## src/rtl/j1_pkg.sv

```systemverilog
// Shared J1 front-end types: fetch widths and the PC-tagged instruction entry.
// Latency: n/a (types and constants only).
// Backpressure: n/a.
package j1_pkg;

    localparam int J1_ADDR_WIDTH = 13;
    localparam int J1_DATA_WIDTH = 16;

    // One fetched word together with the address it came from; the decoder
    // consumes the same layout.
    typedef struct packed {
        logic [J1_ADDR_WIDTH-1:0] pc;
        logic [J1_DATA_WIDTH-1:0] insn;
    } fetch_entry_t;

endpackage

```

## src/rtl/j1_fetch_if.sv

```systemverilog
// Fetch-stage bus: ROM read port, branch redirect and decoder handshake.
// Latency: n/a (wiring only).
// Backpressure: decoder holds insn_ready low to stall the fetch stage.
interface j1_fetch_if
    import j1_pkg::*;
#(
    parameter int ADDR_WIDTH = J1_ADDR_WIDTH,
    parameter int DATA_WIDTH = J1_DATA_WIDTH
);

    logic [ADDR_WIDTH-1:0] rom_address;
    logic                  rom_cen;
    logic [DATA_WIDTH-1:0] rom_q;
    logic                  redirect;
    logic [ADDR_WIDTH-1:0] redirect_pc;
    logic                  insn_valid;
    logic                  insn_ready;
    logic [DATA_WIDTH-1:0] insn;
    logic [ADDR_WIDTH-1:0] insn_pc;

    // Fetch-stage side.
    modport master (
        output rom_address, rom_cen, insn_valid, insn, insn_pc,
        input  rom_q, redirect, redirect_pc, insn_ready
    );

    // ROM / decoder / branch-unit side.
    modport slave (
        input  rom_address, rom_cen, insn_valid, insn, insn_pc,
        output rom_q, redirect, redirect_pc, insn_ready
    );

endinterface

```

## src/rtl/j1_fetch_queue.sv

```systemverilog
// Shift-register FIFO of fetch entries; head is always slot 0 (a plain flop).
// Latency: push visible at head the cycle after the push edge when empty.
// Backpressure: caller must not push when full without a same-cycle pop.
module fetch_queue
    import j1_pkg::*;
#(
    parameter int DEPTH = 2
) (
    input  logic                       clock,
    input  logic                       reset_n,
    input  logic                       i_push,
    input  logic                       i_pop,
    input  logic                       i_clear,
    input  fetch_entry_t               i_dat,
    output logic                       o_full,
    output logic                       o_empty,
    output fetch_entry_t               o_head,
    output logic [$clog2(DEPTH+1)-1:0] o_count
);

    localparam int CW = $clog2(DEPTH + 1);
    localparam int IW = (DEPTH > 1) ? $clog2(DEPTH) : 1;

    fetch_entry_t  r_mem [DEPTH];
    logic [CW-1:0] r_count;

    logic          w_pop;
    logic          w_push;
    logic [IW-1:0] w_wr_idx;

    // A pop on an empty queue is ignored; a push into a full queue only
    // lands when the head leaves in the same cycle.
    assign w_pop    = i_pop & (r_count != '0);
    assign w_push   = i_push & ((r_count != CW'(DEPTH)) | w_pop);
    assign w_wr_idx = IW'(r_count - CW'(w_pop));

    assign o_full   = (r_count == CW'(DEPTH));
    assign o_empty  = (r_count == '0);
    assign o_head   = r_mem[0];
    assign o_count  = r_count;

    // Storage and occupancy: clear wins, otherwise shift on pop and write
    // the new entry just above the (post-pop) last valid slot.
    always_ff @(posedge clock or negedge reset_n) begin
        if (!reset_n) begin
            r_count <= '0;
            for (int i = 0; i < DEPTH; i++) r_mem[i] <= '0;
        end else if (i_clear) begin
            r_count <= '0;
        end else begin
            if (w_pop) begin
                for (int i = 0; i < DEPTH - 1; i++) r_mem[i] <= r_mem[i+1];
            end
            if (w_push) r_mem[w_wr_idx] <= i_dat;
            r_count <= r_count + CW'(w_push) - CW'(w_pop);
        end
    end

    a_no_overflow: assert property (@(posedge clock) disable iff (!reset_n)
        !(i_push && !i_clear && !w_pop && o_full));

endmodule

```

## src/rtl/j1_fetch.sv

```systemverilog
// J1 fetch stage: drives rom8kx16, tags returning words with their PC, queues them.
// Latency: issue in cycle t, word pushed at end of t+1, insn_valid in t+2.
// Backpressure: issue stops once queued + in-flight words reach DEPTH.
module j1_fetch
    import j1_pkg::*;
#(
    parameter int                    ADDR_WIDTH = J1_ADDR_WIDTH,
    parameter int                    DATA_WIDTH = J1_DATA_WIDTH,
    parameter int                    DEPTH      = 2,
    parameter logic [ADDR_WIDTH-1:0] RESET_PC   = '0
) (
    input  logic      clock,
    input  logic      reset_n,
    j1_fetch_if.master bus
);

    localparam int CW = $clog2(DEPTH + 1);
    localparam int OW = CW + 1;

    logic [ADDR_WIDTH-1:0] r_fetch_pc;
    logic                  r_inflight;
    logic [ADDR_WIDTH-1:0] r_inflight_pc;

    logic                  w_redirect;
    logic                  w_pop;
    logic                  w_kill;
    logic                  w_push;
    logic                  w_issue;
    logic [ADDR_WIDTH-1:0] w_rom_address;
    logic [OW-1:0]         w_occ;
    logic [CW-1:0]         w_count;
    logic                  w_empty;
    logic                  w_full;
    logic [DATA_WIDTH-1:0] w_rom_q;
    fetch_entry_t          w_entry;
    fetch_entry_t          w_head;

    // Redirect is ignored while reset is held so the ROM pins stay quiet.
    assign w_redirect = reset_n & bus.redirect;

    // A head offered in a redirect cycle is void: the decoder drops it and
    // the queue is cleared, so it must not count as consumed here either.
    assign w_pop = bus.insn_valid & bus.insn_ready & ~w_redirect;

    // The ROM is single-cycle, so the only read that can be outstanding at a
    // redirect is the one returning right now; it is killed in that cycle.
    assign w_kill = w_redirect & r_inflight;
    assign w_push = r_inflight & ~w_kill;

    // Words already owned (queued + returning) after this cycle's pop.
    assign w_occ = OW'(w_count) + OW'(r_inflight) - OW'(w_pop);

    // Gating with reset_n lets the first read go out in the very cycle reset
    // is released, and silences the ROM immediately when reset asserts.
    assign w_issue       = reset_n & (w_redirect | (w_occ < OW'(DEPTH)));
    assign w_rom_address = w_redirect ? bus.redirect_pc : r_fetch_pc;

    assign bus.rom_cen     = w_issue;
    assign bus.rom_address = w_rom_address;

    assign w_rom_q    = bus.rom_q;
    assign w_entry.pc   = r_inflight_pc;
    assign w_entry.insn = w_rom_q;

    assign bus.insn_valid = ~w_empty;
    assign bus.insn       = w_head.insn;
    assign bus.insn_pc    = w_head.pc;

    // PC tracking: every issue advances fetch_pc past the address just read,
    // which also makes a redirect restart at target+1 (wrapping naturally).
    always_ff @(posedge clock or negedge reset_n) begin
        if (!reset_n) begin
            r_fetch_pc    <= RESET_PC;
            r_inflight    <= 1'b0;
            r_inflight_pc <= RESET_PC;
        end else begin
            r_inflight <= w_issue;
            if (w_issue) begin
                r_inflight_pc <= w_rom_address;
                r_fetch_pc    <= w_rom_address + ADDR_WIDTH'(1);
            end
        end
    end

    fetch_queue #(
        .DEPTH (DEPTH)
    ) u_queue (
        .clock   (clock),
        .reset_n (reset_n),
        .i_push  (w_push),
        .i_pop   (w_pop),
        .i_clear (w_redirect),
        .i_dat   (w_entry),
        .o_full  (w_full),
        .o_empty (w_empty),
        .o_head  (w_head),
        .o_count (w_count)
    );

    // Issue throttling guarantees a full queue never has a read in flight.
    a_no_full_inflight: assert property (@(posedge clock) disable iff (!reset_n)
        !(w_full && r_inflight));

endmodule
```

## src/flat_wrapper.sv

```systemverilog
// flat-port wrapper written by rule: the top's interface ports become plain ports
module j1_fetch_flat import j1_pkg::*;
#(
    parameter int                    ADDR_WIDTH = J1_ADDR_WIDTH,
    parameter int                    DATA_WIDTH = J1_DATA_WIDTH,
    parameter int                    DEPTH      = 2,
    parameter logic [ADDR_WIDTH-1:0] RESET_PC   = '0
)
  (clock, reset_n, bus_rom_address, bus_rom_cen, bus_insn_valid, bus_insn, bus_insn_pc, bus_rom_q, bus_redirect, bus_redirect_pc, bus_insn_ready);
  j1_fetch_if #(.ADDR_WIDTH(ADDR_WIDTH), .DATA_WIDTH(DATA_WIDTH)) bus_i ();
  input  logic clock;
  input  logic reset_n;
  output wire logic [$bits(bus_i.rom_address)-1:0] bus_rom_address;
  output wire logic [$bits(bus_i.rom_cen)-1:0] bus_rom_cen;
  output wire logic [$bits(bus_i.insn_valid)-1:0] bus_insn_valid;
  output wire logic [$bits(bus_i.insn)-1:0] bus_insn;
  output wire logic [$bits(bus_i.insn_pc)-1:0] bus_insn_pc;
  input wire logic [$bits(bus_i.rom_q)-1:0] bus_rom_q;
  input wire logic [$bits(bus_i.redirect)-1:0] bus_redirect;
  input wire logic [$bits(bus_i.redirect_pc)-1:0] bus_redirect_pc;
  input wire logic [$bits(bus_i.insn_ready)-1:0] bus_insn_ready;
  assign bus_rom_address = bus_i.rom_address;
  assign bus_rom_cen = bus_i.rom_cen;
  assign bus_insn_valid = bus_i.insn_valid;
  assign bus_insn = bus_i.insn;
  assign bus_insn_pc = bus_i.insn_pc;
  assign bus_i.rom_q = bus_rom_q;
  assign bus_i.redirect = bus_redirect;
  assign bus_i.redirect_pc = bus_redirect_pc;
  assign bus_i.insn_ready = bus_insn_ready;
  j1_fetch #(.ADDR_WIDTH(ADDR_WIDTH), .DATA_WIDTH(DATA_WIDTH), .DEPTH(DEPTH), .RESET_PC(RESET_PC)) u_core (.clock(clock), .reset_n(reset_n), .bus(bus_i));
endmodule
```

## config.mk

```make
export PLATFORM = sky130hd
export DESIGN_NAME = j1_fetch_flat
export DESIGN_NICKNAME = d
export VERILOG_FILES = /design/src/rtl/j1_pkg.sv /design/src/rtl/j1_fetch_if.sv /design/src/rtl/j1_fetch_queue.sv /design/src/rtl/j1_fetch.sv /design/src/flat_wrapper.sv
export SDC_FILE = /design/constraint.sdc
export NUM_CORES = 1
export LEC_CHECK = 0
export ABC_AREA = 1
export BUFFER_PORTS_ARGS = -buffer_cell sky130_fd_sc_hd__buf_2
export CAP_MARGIN = 30
export CORE_MARGIN = 1
export CORE_UTILIZATION = 50
export CTS_BUF_LIST = sky130_fd_sc_hd__clkbuf_8
export DETAILED_ROUTE_END_ITERATION = 10
export HOLD_SLACK_MARGIN = 0.12
export PLACE_DENSITY = 0.76
export SYNTH_ARGS = -nofsm -noshare
export SYNTH_HDL_FRONTEND = slang
export SYNTH_HIERARCHICAL = 1
export SYNTH_SLANG_ARGS = --single-unit
```

## constraint.sdc

```tcl
create_clock -name clock -period 3.2 [get_ports clock]
set_clock_uncertainty 0.2 [all_clocks]
set_input_delay 0.32 -clock clock [delete_from_list [all_inputs] [get_ports clock]]
set_output_delay 0.32 -clock clock [all_outputs]
set_load 0.02 [all_outputs]
```

==> metrics.txt <==
H-tree Lvls=3; Tot Pwr=5310 uW; CP Capture Type=output pin; worst path required time=2.68 ns; Area Overhead vs Synth=13.4%; global-route wire length before repair=18,900 um; Finished Layout Cells=850; Startpoint Class=input pin; Pins Over Slew Limit=0; fillers=862; Final Hold Vio Count=0; ANT cells=0; CTS tree=built; fraction of layout cells with a size suffix above 1=22.5%; Starting Density=51.6%; CP Data Arrival Time=2.59 ns; post-synthesis cell area=5020 um^2; worst hold path type=in -> reg; Fmax=321 MHz; Mapped Cells=650; Slowest-stage cell, CP=dlygate4sd3_1; Post-Place Cells=811; max cap viols=0; Post-Syn Nets=688; period utilization=97.3%; CTS Buf Count=9; Vias per Instance=5.18; leakage=0.00303 uW; Root Driver=clkbuf_8; Setup CP Type=in -> out; die area=10,400 um^2; Die H=102 um; worst slew pin tran=0.700 ns; Yosys warnings=6; clock tree buffer depth=2; most frequent CP cell=nor2_2; Post-Route WL=11,500 um; GRT Residual Overflow=0; CP Buf/Inv Count=4; drt pass-1 iters=5; std cell rows=36; post-DP HPWL=7530 um; mean routed wirelength per cell=13.5 um; DP Worst Slack=0.153 ns; status=completed; CP cell instances=dlygate4sd3_1 -> buf_4 -> nand2_2 -> clkinv_2 -> nor2_4 -> ha_1 -> nor2_2 -> fa_1 -> nor2_2 -> nand3_2 -> nand2_4 -> clkbuf_4; Setup Viol. Count Final=0; Layout Nets=750; post-route ant nets=0; cell family with most CP delay=buffers and inverters; io pins=77; maximum vdd drop=0.388 mV; worst skew pair latency=0.35 ns; Die X=102 um; CTS sink count=87; PD cells=933 nW/um^2; count of input and output buffers=76; Slew HR=53.3%; vias in the first global route=4,062; Syn Area/Cell=7.72 um^2; Final WS setup=0.0875 ns; Via Count=4,402; crit path max fanout=4; GRT Total Usage=23.1%; Hold Slack=0.158 ns; Min Clock Period, post-route=3.11 ns; Placer Congestion=0.916; initial antenna violation count=0; CORE AREA=9730 um^2; DRC violations left=0; Initial DRC Count=313; largest net degree at the start of global routing=59; largest stage delay on the critical path=0.54 ns; Worst-path clk slew=0.08 ns
[repair_timing]
action                     CTS  global route
hold buffers                18             0
resized for setup            0             7
pin swaps                    1             3
setup buffers                2             3
setup endpoints to repair    1            10
cloned                       0             0
hold endpoints to repair    62             0
[per-layer routing]
metal	global-route usage, %	share of wire [%]
met5	0	0
met4	5.60	1.1
met3	3.97	5.5
met2	38.1	48
met1	31.7	45
[power breakdown]
group          switching (uW)  internal [uW]
combinational            1700            918
sequential                326           1600
clock                     386            380
[worst paths after layout]
check,start,endpoint,slack (ns),cells after the start
max,reset_n,bus_rom_cen,0.09,12
min,bus_redirect_pc[10],u_core/r_fetch_pc[10],0.16,5
max reg2reg,u_core/u_queue/o_count[0],u_core/r_fetch_pc[9],0.25,17
min reg2reg,u_core/r_fetch_pc[1],u_core/r_fetch_pc[1],0.28,2
max in group asynchronous,reset_n,u_core/u_queue/o_head[25],1.20,4
min in group asynchronous,reset_n,asynchronous set/reset pin,0.46,3
[area by class of cell]
cell class / instances / area, um^2 / share of cell area, %
Tap cell: 133 / 166 / 2.92
Inverter: 54 / 209 / 3.67
Multi-Input combinational cell: 445 / 2220 / 39.0
Timing Repair Buffer: 115 / 723 / 12.7
Clock inverter: 6 / 60.1 / 1.06
Clock buffer: 10 / 138 / 2.42
Sequential cell: 87 / 2180 / 38.3
[cell usage in the layout (no fill, tap or decap), types with 2 or more instances in the layout]
cell / n
buf_2: 74
nand3_1: 109
inv_1: 49
inv_2: 3
o211ai_1: 3
nor2_1: 22
clkinv_2: 3
nand3_2: 9
inv_4: 2
dfrtp_1: 87
nor2_4: 3
ha_1: 4
nand2_2: 11
a31oi_1: 2
nand4_1: 4
dlygate4sd3_1: 18
nand3_4: 3
buf_4: 22
o21ai_1: 22
o21ai_0: 14
nor2_2: 6
nand2_1: 212
a21oi_1: 7
nand2_4: 8
nor2_8: 2
clkbuf_8: 10
[through the flow]
step	area [um^2]	utilization, %	TNS, ns
6_report	5690	58.5	0
5_1_grt	5690	58.5	-0.00433
4_1_cts	5650	58.1	0
3_5_place_dp	5260	54.1	0
3_3_place_gp	5260	54.1	0
2_1_floorplan	5020	-	0
[worst reg2reg max path: stages, from the launching register on]
cell and delay (ns):
dfrtp_1 0.41, inv_2 0.07, nand2_1 0.07, inv_1 0.05, inv_1 0.04, nand2_1 0.12, nor2_4 0.06, ha_1 0.29
nor2_2 0.11, fa_1 0.44, nor2_2 0.13, nand3_2 0.14, nand2_4 0.10, buf_4 0.17, inv_4 0.13, nor2_1 0.16
nand3_1 0.10, nand3_1 0.09
Note: power is estimated with default switching activity, not from simulation.
